===== src/rtl/glorb_pkg.sv =====
// Shared encodings, instruction field positions and sequencer state type for glorbcore.
// Used by glorb_sequencer (optional single-step feature: GLORB_SEQ_STEP_EN) and glorb_regfile.
package glorb_pkg;

    localparam logic       OP_R  = 1'b0;
    localparam logic       OP_B  = 1'b1;

    localparam logic [1:0] R_AND = 2'b00;
    localparam logic [1:0] R_OR  = 2'b01;
    localparam logic [1:0] R_ADD = 2'b10;
    localparam logic [1:0] R_XOR = 2'b11;

    localparam logic       B_BEQ = 1'b0;
    localparam logic       B_BLT = 1'b1;

    localparam int TYPE_BIT   = 0;
    localparam int BFUNCT_BIT = 1;
    localparam int FUNCT_LO   = 2;
    localparam int FUNCT_HI   = 3;
    localparam int RD_LO      = 4;
    localparam int RD_HI      = 5;
    localparam int RS1_LO     = 6;
    localparam int RS1_HI     = 7;
    localparam int IMM_LO     = 2;
    localparam int IMM_HI     = 7;

    typedef enum logic [1:0] {
        IDLE  = 2'd0,
        FETCH = 2'd1,
        EXEC  = 2'd2,
        WB    = 2'd3
    } state_e;

    function automatic logic is_btype(input logic [7:0] instr);
        return instr[TYPE_BIT] == OP_B;
    endfunction

    function automatic logic [1:0] field_rs1(input logic [7:0] instr);
        return instr[RS1_HI:RS1_LO];
    endfunction

    function automatic logic [1:0] field_rd(input logic [7:0] instr);
        return instr[RD_HI:RD_LO];
    endfunction

endpackage


===== src/rtl/glorb_regfile.sv =====
// Four-entry architectural register file: three combinational read ports and one
// write port shared by writeback and debug, with writeback taking priority.
module glorb_regfile
    import glorb_pkg::*;
#(
    parameter int DW = 8
) (
    input  logic          clk,
    input  logic          rst_n,
    input  logic [1:0]    rs1_sel,
    input  logic [1:0]    rd_sel,
    input  logic [1:0]    dbg_sel,
    output logic [DW-1:0] rs1_data,
    output logic [DW-1:0] rd_data,
    output logic [DW-1:0] dbg_data,
    input  logic          wb_we,
    input  logic [1:0]    wb_sel,
    input  logic [DW-1:0] wb_data,
    input  logic          dbg_we,
    input  logic [DW-1:0] dbg_wdata
);

    logic [DW-1:0] rf_r [4];

    // Register storage; writeback wins if both ports fire in one cycle.
    always_ff @(posedge clk or negedge rst_n) begin
        if (!rst_n) begin
            for (int i = 0; i < 4; i++) begin
                rf_r[i] <= {DW{1'b0}};
            end
        end else if (wb_we) begin
            rf_r[wb_sel] <= wb_data;
        end else if (dbg_we) begin
            rf_r[dbg_sel] <= dbg_wdata;
        end
    end

    assign rs1_data = rf_r[rs1_sel];
    assign rd_data  = rf_r[rd_sel];
    assign dbg_data = rf_r[dbg_sel];

endmodule


===== src/rtl/glorb_sequencer.sv =====
// Multi-cycle fetch/execute/writeback control for the glorbcore 8-bit datapath.
// Define GLORB_SEQ_STEP_EN to add a 'step' input that runs one instruction from IDLE.
module glorb_sequencer
    import glorb_pkg::*;
#(
    parameter int DW = 8,
    parameter int IW = 8,
    parameter int AW = 8
) (
    input  logic          clk,
    input  logic          rst_n,
    input  logic          run,
`ifdef GLORB_SEQ_STEP_EN
    input  logic          step,
`endif
    output logic          imem_req,
    output logic [AW-1:0] imem_addr,
    input  logic          imem_ack,
    input  logic [IW-1:0] imem_rdata,
    output logic [IW-1:0] alu_instr,
    output logic [DW-1:0] alu_rs1,
    output logic [DW-1:0] alu_rd,
    input  logic [DW-1:0] alu_out,
    output logic          retire,
    output logic          busy,
    input  logic          dbg_we,
    input  logic [1:0]    dbg_sel,
    input  logic [DW-1:0] dbg_wdata,
    output logic [DW-1:0] dbg_rdata
);

    state_e        state_r;
    state_e        state_s;
    logic [AW-1:0] pc_r;
    logic [IW-1:0] instr_r;
    logic [DW-1:0] res_r;
    logic          start_s;
    logic          cont_s;
    logic          is_b_s;
    logic [1:0]    rs1_sel_s;
    logic [1:0]    rd_sel_s;
    logic [DW-1:0] rs1_data_s;
    logic [DW-1:0] rd_data_s;

`ifdef GLORB_SEQ_STEP_EN
    logic step_mode_r;

    // Remember whether the current instruction was launched by a step rather than run.
    always_ff @(posedge clk or negedge rst_n) begin
        if (!rst_n) begin
            step_mode_r <= 1'b0;
        end else if (state_r == IDLE) begin
            step_mode_r <= ~run & step;
        end
    end

    assign start_s = run | step;
    assign cont_s  = run & ~step_mode_r;
`else
    assign start_s = run;
    assign cont_s  = run;
`endif

    // Next-state decode.
    always_comb begin
        state_s = state_r;
        case (state_r)
            IDLE: begin
                if (start_s) begin
                    state_s = FETCH;
                end else begin
                    state_s = IDLE;
                end
            end
            FETCH: begin
                if (imem_ack) begin
                    state_s = EXEC;
                end else begin
                    state_s = FETCH;
                end
            end
            EXEC: state_s = WB;
            WB: begin
                if (cont_s) begin
                    state_s = FETCH;
                end else begin
                    state_s = IDLE;
                end
            end
            default: state_s = IDLE;
        endcase
    end

    // State, PC, latched instruction and ALU result registers.
    always_ff @(posedge clk or negedge rst_n) begin
        if (!rst_n) begin
            state_r <= IDLE;
            pc_r    <= {AW{1'b0}};
            instr_r <= {IW{1'b0}};
            res_r   <= {DW{1'b0}};
        end else begin
            state_r <= state_s;
            if (state_r == FETCH && imem_ack) begin
                instr_r <= imem_rdata;
            end
            if (state_r == EXEC) begin
                res_r <= alu_out;
            end
            if (state_r == WB) begin
                pc_r <= is_b_s ? pc_r + AW'(res_r) : pc_r + AW'(1'b1);
            end
        end
    end

    // Branches always compare r0 against r1; R-type reads its encoded fields.
    assign is_b_s    = is_btype(instr_r[7:0]);
    assign rs1_sel_s = is_b_s ? 2'd0 : field_rs1(instr_r[7:0]);
    assign rd_sel_s  = is_b_s ? 2'd1 : field_rd(instr_r[7:0]);

    glorb_regfile #(.DW(DW)) u_regfile (
        .clk       (clk),
        .rst_n     (rst_n),
        .rs1_sel   (rs1_sel_s),
        .rd_sel    (rd_sel_s),
        .dbg_sel   (dbg_sel),
        .rs1_data  (rs1_data_s),
        .rd_data   (rd_data_s),
        .dbg_data  (dbg_rdata),
        .wb_we     (state_r == WB && !is_b_s),
        .wb_sel    (field_rd(instr_r[7:0])),
        .wb_data   (res_r),
        .dbg_we    (dbg_we && state_r == IDLE),
        .dbg_wdata (dbg_wdata)
    );

    assign imem_req  = (state_r == FETCH);
    assign imem_addr = pc_r;
    assign retire    = (state_r == WB);
    assign busy      = (state_r != IDLE);
    assign alu_instr = busy ? instr_r : {IW{1'b0}};
    assign alu_rs1   = busy ? rs1_data_s : {DW{1'b0}};
    assign alu_rd    = busy ? rd_data_s : {DW{1'b0}};

endmodule


===== config.mk =====
export PLATFORM = sky130hd
export DESIGN_NAME = glorb_sequencer
export DESIGN_NICKNAME = d
export VERILOG_FILES = /design/src/rtl/glorb_pkg.sv /design/src/rtl/glorb_regfile.sv /design/src/rtl/glorb_sequencer.sv
export SDC_FILE = /design/constraint.sdc
export NUM_CORES = 1
export LEC_CHECK = 0
export CORE_ASPECT_RATIO = 1.2
export CORE_MARGIN = 3
export CORE_UTILIZATION = 40
export CTS_BUF_LIST = sky130_fd_sc_hd__clkbuf_4
export DETAILED_ROUTE_END_ITERATION = 10
export PLACE_DENSITY_LB_ADDON = 0.15
export RECOVER_POWER = 50
export SLEW_MARGIN = 15
export SYNTH_ARGS = -nofsm -noshare
export SYNTH_HDL_FRONTEND = slang
export SYNTH_SLANG_ARGS = --single-unit

===== constraint.sdc =====
create_clock -name clk -period 3.8 [get_ports clk]
set_input_delay 0.38 -clock clk [delete_from_list [all_inputs] [get_ports clk]]
set_output_delay 0.38 -clock clk [all_outputs]
set_load 0.02 [all_outputs]

# [Word level (Yosys, flattened, before mapping)]
# Index checks and enable logic that the tools add are counted.
# Widths: inputs -> output; s select.
[op_classes] add_sub_neg=2 mul=0 n_div=0 order_cmp=6 eq_ne=3 n_shift=0 n_mux=26 bitwise_logic=4 reduce_logical=10
[ops] operator="$mux 8" count=12
[ops] operator="$bwmux 32" count=2
[ops] operator="$mux 32" count=2
[ops] operator="$bmux 8 s2" count=3
[ops] operator="$demux 8 s2" count=2
[ops] operator="$ge 3x3->1 const B" count=4
[ops] operator="$not 2->3" count=4
[ops] operator="$add 8x1->8 const B" count=1
[ops] operator="$add 8x8->8" count=1
[ops] operator="$lt 3x1->1 const B" count=2
[ops] operator="$mux 2" count=3
[ops] operator="$pmux 2 s3" count=1
[ops] operator="$logic_and 1x1->1" count=5
[ops] operator="$eq 2x2->1 const B" count=2
[ops] operator="$reduce_bool 2->1" count=2
[ops] operator="$eq 2x1->1 const B" count=1
[ops] operator="$logic_not 2->1" count=1
[ops] operator="$reduce_or 2->1" count=1
[ops] operator="$logic_not 1->1" count=1
[ops] operator="$mux 1" count=1
[word_totals] register_bits=58 latchBits=0 ramBits=0 romBits=0 inputBits=31 output_inout_bits=43 wordCells=59 mem_count=0

# [Logic depth before layout (Yosys ltp)]
# Gate-level depths: netlist of the first run.
[depth] depth_word=8 depth_mapped=11

# [Modules after synthesis]
# From an unflattened synthesis of the first run, not the netlist that was laid out.
[unflattened] cells_unflattened=330 area_unflattened_um2=3916.3
[by_module_without_submodules] mod="glorb_regfile" n_inst=1 cells_each=165 area_each_um2=2232.1 seq_area_each_um2=800.8
[by_module_without_submodules] mod="glorb_sequencer" n_inst=1 cells_each=165 area_each_um2=1684.1 seq_area_each_um2=650.6

# [Worst setup path after synthesis of the first run]
# No wires, ideal clock.
[synth_timing] kind="reg-to-reg" start="register instr_r[0]" end="register pc_r[7], in the netlist imem_addr[7]" arrival_time_ns=2.150 slack_ns=1.521 path_stages_with_launch=11 n_path_buf=2 period_less_slack_ns=2.279 cell_sequence="dfrtp_1 -> buf_2 -> clkbuf_1 -> nand2_1 -> inv_1 -> ha_1 -> a211oi_2 -> nor3_1 -> or3_1 -> a21o_1 -> xnor2_1"
[synth_between] elab_chain_len=1
[synth_rtl] item="from (decl)" line="glorb_sequencer.sv:35" rtl="logic [IW-1:0] instr_r;"
[synth_rtl] item="from (signal assigned)" line="glorb_sequencer.sv:99" rtl="instr_r <= {IW{1'b0}};"
[synth_rtl] item="from (signal assigned)" line="glorb_sequencer.sv:104" rtl="instr_r <= imem_rdata;"
[synth_rtl] item="$mux 8" line="glorb_sequencer.sv:110" rtl="pc_r <= is_b_s ? pc_r + AW'(res_r) : pc_r + AW'(1'b1);"
[synth_rtl] item="to (signal assigned)" line="glorb_sequencer.sv:98" rtl="pc_r <= {AW{1'b0}};"
[synth_rtl] item="to (signal assigned)" line="glorb_sequencer.sv:110"
[synth_rtl] item="to (decl)" line="glorb_sequencer.sv:34" rtl="logic [AW-1:0] pc_r;"
# No other way between the ends.
# A chain may end at the register's enable or synchronous reset.

# [Final worst setup path of the first run]
[layout_timing] start="register instr_r[0]" end="output port alu_rs1[2]"
[layout_between] elab_chain_len=6
[layout_rtl] item="$mux 2" line="glorb_sequencer.sv:117" rtl="assign rs1_sel_s = is_b_s ? 2'd0 : field_rs1(instr_r[7:0]);"
[layout_rtl] item="$not 2->3 (implied by the code)" line="glorb_regfile.sv:38" rtl="assign rs1_data = rf_r[rs1_sel];"
[layout_rtl] item="$bmux 8 s2" line="glorb_regfile.sv:38"
[layout_rtl] item="$mux 8 (implied by the code) (2 in series)" line="glorb_regfile.sv:38"
[layout_rtl] item="$mux 8" line="glorb_sequencer.sv:141" rtl="assign alu_rs1 = busy ? rs1_data_s : {DW{1'b0}};"
[layout_rtl] item="to (decl)" line="glorb_sequencer.sv:21" rtl="output logic [DW-1:0] alu_rs1,"
# No other way between the ends. The select of a mux whose other input is x is not followed.

==> results.sh, run 1 <==
export IMPL_route_detailed_vias_per_inst=5.66
export IMPL_postSynthNetCount=424
export IMPL_htreeDepth=3
export IMPL_cp_data_required_time_ns=3.42
export IMPL_post_synth_main_area_contributors="dfrtp_1 (38%), a32oi_1 (7.3%), mux2_2 (5.9%)"
export IMPL_clock_fmax_mhz=309
export IMPL_placement_io_buffers=73
export IMPL_final_period_minus_worst_setup_slack_ns=3.24
export IMPL_synth_edff_count=0
export IMPL_via_count_of_the_first_global_routing_pass=3110
export IMPL_yosys_warnings=0
export IMPL_cts_max_path_buffers=2
export IMPL_portion_of_the_clock_cycle_consumed_by_the_worst_path_in_the_final_layout_pct=85.2
export IMPL_r2r_setup_slack_ns=0.96
export IMPL_crit_fanout=13
export IMPL_drt_pass1_iter_count=4
export IMPL_simple_gate_portion_of_the_synthesized_area_pct=14.5
export IMPL_hold_ws_ns=0.440
export IMPL_yosys_area_share_adder_pct=4.12
export IMPL_die_h_um=113
export IMPL_timing_hold_worst_class="in -> async"
export IMPL_pin_count=74
export IMPL_cts_resized_gates=0
export IMPL_clock_skew_final_ns=0.0113
export IMPL_path_class="reg -> out"
export IMPL_initial_core_util_pct=41.7
export IMPL_critical_path_slowest_cell="nor2b_1"
export IMPL_finalWirelength_um=9580
export IMPL_critical_path_n_buffers_inverters=1
export IMPL_postLayoutSetupSlackWorst_ns=0.563
export IMPL_power_per_cell_area_nw_per_um2=797
export IMPL_area_delta_synth_final_pct=21.6
export IMPL_critPathMaxStageDelay_ns=0.79
export IMPL_layout_nets=482
export IMPL_largest_net_degree_at_the_start_of_global_routing=40
export IMPL_diodes=0
export IMPL_maxSlewViolCount=33
export IMPL_hold_buffers=0
export IMPL_grt_antenna_before_repair=0
export IMPL_synth_top_family_by_area="compound AO/OA/AOI/OAI gates"
export IMPL_hold_viol=0
export IMPL_category_of_the_worst_setup_path_launch_point="flop"
export IMPL_route_detailed_drc=0
export IMPL_cts_sink_count=58
export IMPL_setup_worst_path_end_class="output port"
export IMPL_ys_async_sr_fraction_pct=100
export IMPL_floorplan_row_count=38
export IMPL_cts_post_setup_buffers_inserted=0
export IMPL_clock_insertion_delay_worst_skew_ns=0.40
export IMPL_synthDominantCellAreaShare_pct=37.9
export IMPL_clk_tree_root_cell="clkbuf_4"
export IMPL_critPathTopFamily="simple AND/OR/NAND/NOR gates"
export IMPL_synthCells=381
export IMPL_synthMuxAreaShare_pct=13.2
export IMPL_die_x_um=95.3
export IMPL_die_area_sq_um=10800
export IMPL_syn_mean_instance_area_sq_um=10.0
export IMPL_wire_per_inst_um=17.0
export IMPL_post_place_ws_ns=0.961
export IMPL_final_setup_viol_count=0
export IMPL_dp_hpwl_um=7250
export IMPL_timing_max_cap_violations=1
export IMPL_headroom_to_the_max_slew_limit_pct=-18.8
export IMPL_cts_inserted_buffers=9
export IMPL_vias=3189
export IMPL_violations="capacitance limit, slew limit"
export IMPL_fin_setup_tns_ns=0
export IMPL_synth_compound_gate_area_share_pct=23.9
export IMPL_clock_tree_from_tritoncts="built"
export IMPL_finalWeightedCongestion=0.870
export IMPL_floorplan_core_area_sq_um=9180
export IMPL_grt_use_total_pct=18.5
export IMPL_grt_pass1_wl_um=15500
export IMPL_grt_overflow_total=0
export IMPL_rsz0062_at_grt="no"
export IMPL_worst_pin_slew_ns=1.78
export IMPL_yosysUniqueCellTypes=43
export IMPL_power_ir_vdd_worst_mv=0.416
export IMPL_mappedNetlistArea_sq_um=3820
export IMPL_drive_above_1_share_pct=12.4
export IMPL_final_antenna_net_count=0
export IMPL_yosys_area_top_type="dfrtp_1"
export IMPL_worst_setup_hold_path_clk_slew_ns=0.10
export IMPL_p_leak_nw=1.77
export IMPL_detailedRoute_firstIterationViolations=109
export IMPL_path_cells="nor2b_1 > mux2i_1 > a211oi_1 > clkdlybuf4s50_1"
export IMPL_post_synth_xor_area_fraction_pct=0.916
export IMPL_synth_sequential_area_ratio_pct=37.9
export IMPL_status="finished, violations left"
export IMPL_synthFlopType="dfrtp_1"
export IMPL_worstPathArrival_ns=2.86
export IMPL_nFillCells=868
export IMPL_synth_seq_cells=58
## synth_stat cells (2+ instances only)
cell      count
dfrtp_1      58
nand2_1      48
a32oi_1      32
o21ai_0      32
nor2b_1      29
a211oi_1     26
mux2_2       20
o21ai_1      12
buf_2        11
clkbuf_1     11
ha_1         11
mux2i_1      10
a311oi_1      8
inv_1         8
mux4_2        8
and2_1        7
a21o_1        4
buf_4         4
buf_6         4
xnor2_1       4
a21oi_1       3
nand2b_1      3
nor2_1        3
o21ai_2       3
nor2_2        2
nor3b_4       2
o31a_1        2
## registers in the layout (all words and copies together) (netlist names)
register and count:
state_r 2, imem_addr 8, res_r 8, instr_r 8, u_regfile.rf_r 32
## worst paths after layout
| path | start | end | cells after the start |
|---|---|---|---|
| max reg2reg | instr_r[0] | imem_addr[7] | 9 |
| min | rst_n | instr_r[1] | 1 |
| max in group asynchronous | rst_n | u_regfile.rf_r[6] | 2 |
| max | instr_r[0] | alu_rs1[2] | 4 |
| min in group clk | imem_addr[7] | imem_addr[7] | 1 |
| min reg2reg | imem_addr[7] | imem_addr[7] | 1 |
## worst register-to-register path, delay by kind of cell (launching register included)
family	cells	cell delay [ns]
fa+ha+maj	1	0.25
xor+xnor	1	0.12
compound gates	2	0.50
flops	1	0.60
buf+inv	2	0.59
simple gates	3	0.67
## routing by layer
layer	wire (um)	part of all wire [%]	global-route usage (%)	vias up
met1	4330	45	23.2	1530
met4	221	2.3	9.24	0
met3	427	4.5	4.26	20
met5	0	0	0	-
met2	4600	48	29.6	84
li1	-	-	-	1555
## placed cells by master, fill, tap and decap left out, types with 11 or more instances in the layout
master,instances
a211oi_1,26
a32oi_1,32
clkdlybuf4s50_1,70
dfrtp_1,58
ha_1,11
mux2_2,19
nand2_1,48
nor2b_1,29
o21ai_0,32
o21ai_1,12
## final cells by class
type / count / area [sq um] / area share [%]
Multi-Input combinational cell: 284 / 2170 / 46.6
Tap cell: 120 / 150 / 3.23
Clock inverter: 5 / 22.5 / 0.484
Sequential cell: 58 / 1450 / 31.2
Clock buffer: 10 / 75.1 / 1.61
Inverter: 8 / 30.0 / 0.646
Timing Repair Buffer: 78 / 754 / 16.2
## cells by family (layout without fill, tap and decap cells)
group,Yosys count,after routing
AOI/OAI and AO/OA,128,128
and+or+nand+nor,102,102
DFF,58,58
buffers and inverters,39,101
muxes,38,38
adders and majority gates,12,12
xor gates and xnor gates,4,4
## power by group
part	leakage (nW)	total, mW	switching [mW]	internal [mW]
sequential	0.744	1.20	0.339	0.859
clock	0.0524	0.344	0.214	0.130
combinational	0.974	2.17	1.12	1.04
total	1.77	3.71	1.68	2.03
## through the flow
step                utilization [%]  instances  power, mW  cell area [sq um]
floorplan                         -        381       2.62               3820
global placement               49.7        548       3.35               4560
detailed placement             49.7        548       3.40               4560
CTS                            50.8        563       3.76               4660
global route                   50.7        563       4.00               4650
finish                         50.7        563       3.71               4650
Note: power is estimated with default switching activity, not from simulation.
==> run 2, diff against run 1 <==
CAP_MARGIN = 5   (was default)
GPL_TIMING_DRIVEN = 0   (was default)
SKIP_LAST_GASP = 1   (was default)
==> run 2 against run 1 <==
- the run still ends with capacitance limit, slew limit left
- worst setup slack worse by 0.12 ns
- sequential cell count unchanged
- via count up 3.3%
- non-clock buffer count up 26
- power up 2.9%
- combinational power up 8%
- sequential power down 5%
- die area unchanged
- critical endpoint is now alu_rd[6]
- highest routed layer unchanged
==> results.sh, run 2 (same netlist as run 1, synthesis figures left out) <==
export IMPL_violations="capacitance limit, slew limit"
export IMPL_clock_insertion_delay_worst_skew_ns=0.40
export IMPL_clk_tree_root_cell="clkbuf_4"
export IMPL_maxSlewViolCount=59
export IMPL_portion_of_the_clock_cycle_consumed_by_the_worst_path_in_the_final_layout_pct=88.4
export IMPL_cts_resized_gates=0
export IMPL_cts_max_path_buffers=2
export IMPL_grt_use_total_pct=20.2
export IMPL_die_x_um=95.3
export IMPL_finalWirelength_um=10300
export IMPL_area_delta_synth_final_pct=25.2
export IMPL_fin_setup_tns_ns=0
export IMPL_timing_max_cap_violations=1
export IMPL_drive_above_1_share_pct=15.2
export IMPL_hold_buffers=0
export IMPL_final_period_minus_worst_setup_slack_ns=3.36
export IMPL_final_setup_viol_count=0
export IMPL_cts_inserted_buffers=9
export IMPL_cts_post_setup_buffers_inserted=0
export IMPL_grt_pass1_wl_um=16900
export IMPL_combPwrFrac_pct=61.4
export IMPL_core_utilization_of_the_finished_layout_pct=52.2
export IMPL_power_ir_vdd_worst_mv=0.373
export IMPL_grt_overflow_total=0
export IMPL_timing_hold_worst_class="reg -> reg"
export IMPL_status="finished, violations left"
export IMPL_wire_per_inst_um=17.5
export IMPL_grt_antenna_before_repair=0
export IMPL_detailedRoute_firstIterationViolations=133
export IMPL_vias=3294
export IMPL_mostFrequentLayoutCells="clkdlybuf4s50_1 (69), dfrtp_1 (58), nand2_1 (48)"
export IMPL_rsz0062_at_grt="no"
export IMPL_r2r_setup_slack_ns=0.66
export IMPL_category_of_the_worst_setup_path_launch_point="flop"
export IMPL_layout_commonest_cell="clkdlybuf4s50_1"
export IMPL_postLayoutSetupSlackWorst_ns=0.439
export IMPL_clock_skew_final_ns=0.0121
export IMPL_placement_io_buffers=73
export IMPL_hold_ws_ns=0.475
export IMPL_drt_pass1_iter_count=4
export IMPL_largest_register_ffs=32
export IMPL_diodes=0
export IMPL_cell_internal_pwr_mw=2.09
export IMPL_power_share_clock_pct=8.8
export IMPL_path_class="reg -> out"
export IMPL_power_per_cell_area_nw_per_um2=797
export IMPL_layout_nets=508
export IMPL_setup_worst_path_end_class="output port"
export IMPL_htreeDepth=3
export IMPL_clock_tree_from_tritoncts="built"
export IMPL_route_detailed_drc=0
export IMPL_hold_viol=0
export IMPL_cp_data_required_time_ns=3.42
export IMPL_initial_core_util_pct=41.7
export IMPL_worstPathArrival_ns=2.98
export IMPL_switchingPower_mw=1.72
export IMPL_detailed_place_area_sq_um=4700
export IMPL_crit_fanout=10
export IMPL_post_place_ws_ns=0.868
export IMPL_clock_fmax_mhz=298
export IMPL_cts_sink_count=58
export IMPL_p_leak_nw=1.85
export IMPL_headroom_to_the_max_slew_limit_pct=-111
export IMPL_final_design_area_no_fill_sq_um=4790
export IMPL_largest_net_degree_at_the_start_of_global_routing=59
export IMPL_route_detailed_vias_per_inst=5.61
export IMPL_top_register="u_regfile.rf_r"
export IMPL_worst_pin_slew_ns=3.16
export IMPL_via_count_of_the_first_global_routing_pass=3453
export IMPL_finalWeightedCongestion=0.902
export IMPL_dp_hpwl_um=8080
export IMPL_die_area_sq_um=10800
export IMPL_floorplan_core_area_sq_um=9180
export IMPL_part_of_the_total_power_dissipated_in_sequential_elements_pct=29.8
export IMPL_die_h_um=113
export IMPL_floorplan_row_count=38
export IMPL_pin_count=74
export IMPL_worst_setup_hold_path_clk_slew_ns=0.09
export IMPL_switching_share_pct=45.2
export IMPL_final_antenna_net_count=0
[run 2: metrics by stage]
stage / total power, mW / instances
4_1_cts: 3.85 / 587
2_1_floorplan: 2.62 / 381
5_1_grt: 4.11 / 587
3_5_place_dp: 3.51 / 574
6_report: 3.82 / 587
3_3_place_gp: 3.46 / 574
[run 2: critical path, stage by stage (launching register included)]
cell	delay (ns)
dfrtp_1	0.45
clkbuf_1	0.49
clkbuf_1	0.47
o21ai_0	0.17
a311oi_1	0.33
clkdlybuf4s50_1	0.66
[run 2: worst paths after layout]
check	from	to	cells past startpoint
min	imem_addr[7]	imem_addr[7]	1
min reg2reg	imem_addr[7]	imem_addr[7]	1
max reg2reg	instr_r[0]	imem_addr[7]	10
max in group asynchronous	rst_n	u_regfile.rf_r[20]	1
max	instr_r[0]	alu_rd[6]	5
min in group asynchronous	rst_n	res_r[0]	1
[run 2: power by group through the flow]
stage,clock (mW),sequential [mW],combinational (mW)
floorplan,0,1.10,1.52
global placement,0,1.13,2.33
detailed placement,0,1.14,2.36
CTS,0.350,1.13,2.37
global route,0.377,1.18,2.55
finish,0.335,1.14,2.34
[run 2: final cells by class]
| type | instances | area (sq um) |
|---|---|---|
| buffer | 31 | 174 |
| sequential | 58 | 1450 |
| multi-input combinational | 284 | 2170 |
| clock buffer | 11 | 82.6 |
| inverter | 8 | 30.0 |
| tap | 120 | 150 |
| clock inverter | 2 | 7.51 |
| timing repair buffer | 73 | 724 |
| fill | 883 | 4390 |
[run 2: layer usage]
metal  GRT usage [%]  part of all wire (%)
met4            11.1                   2.1
met1            25.9                    43
met2            32.1                    51
met5               0                     0
met3            3.32                   4.6
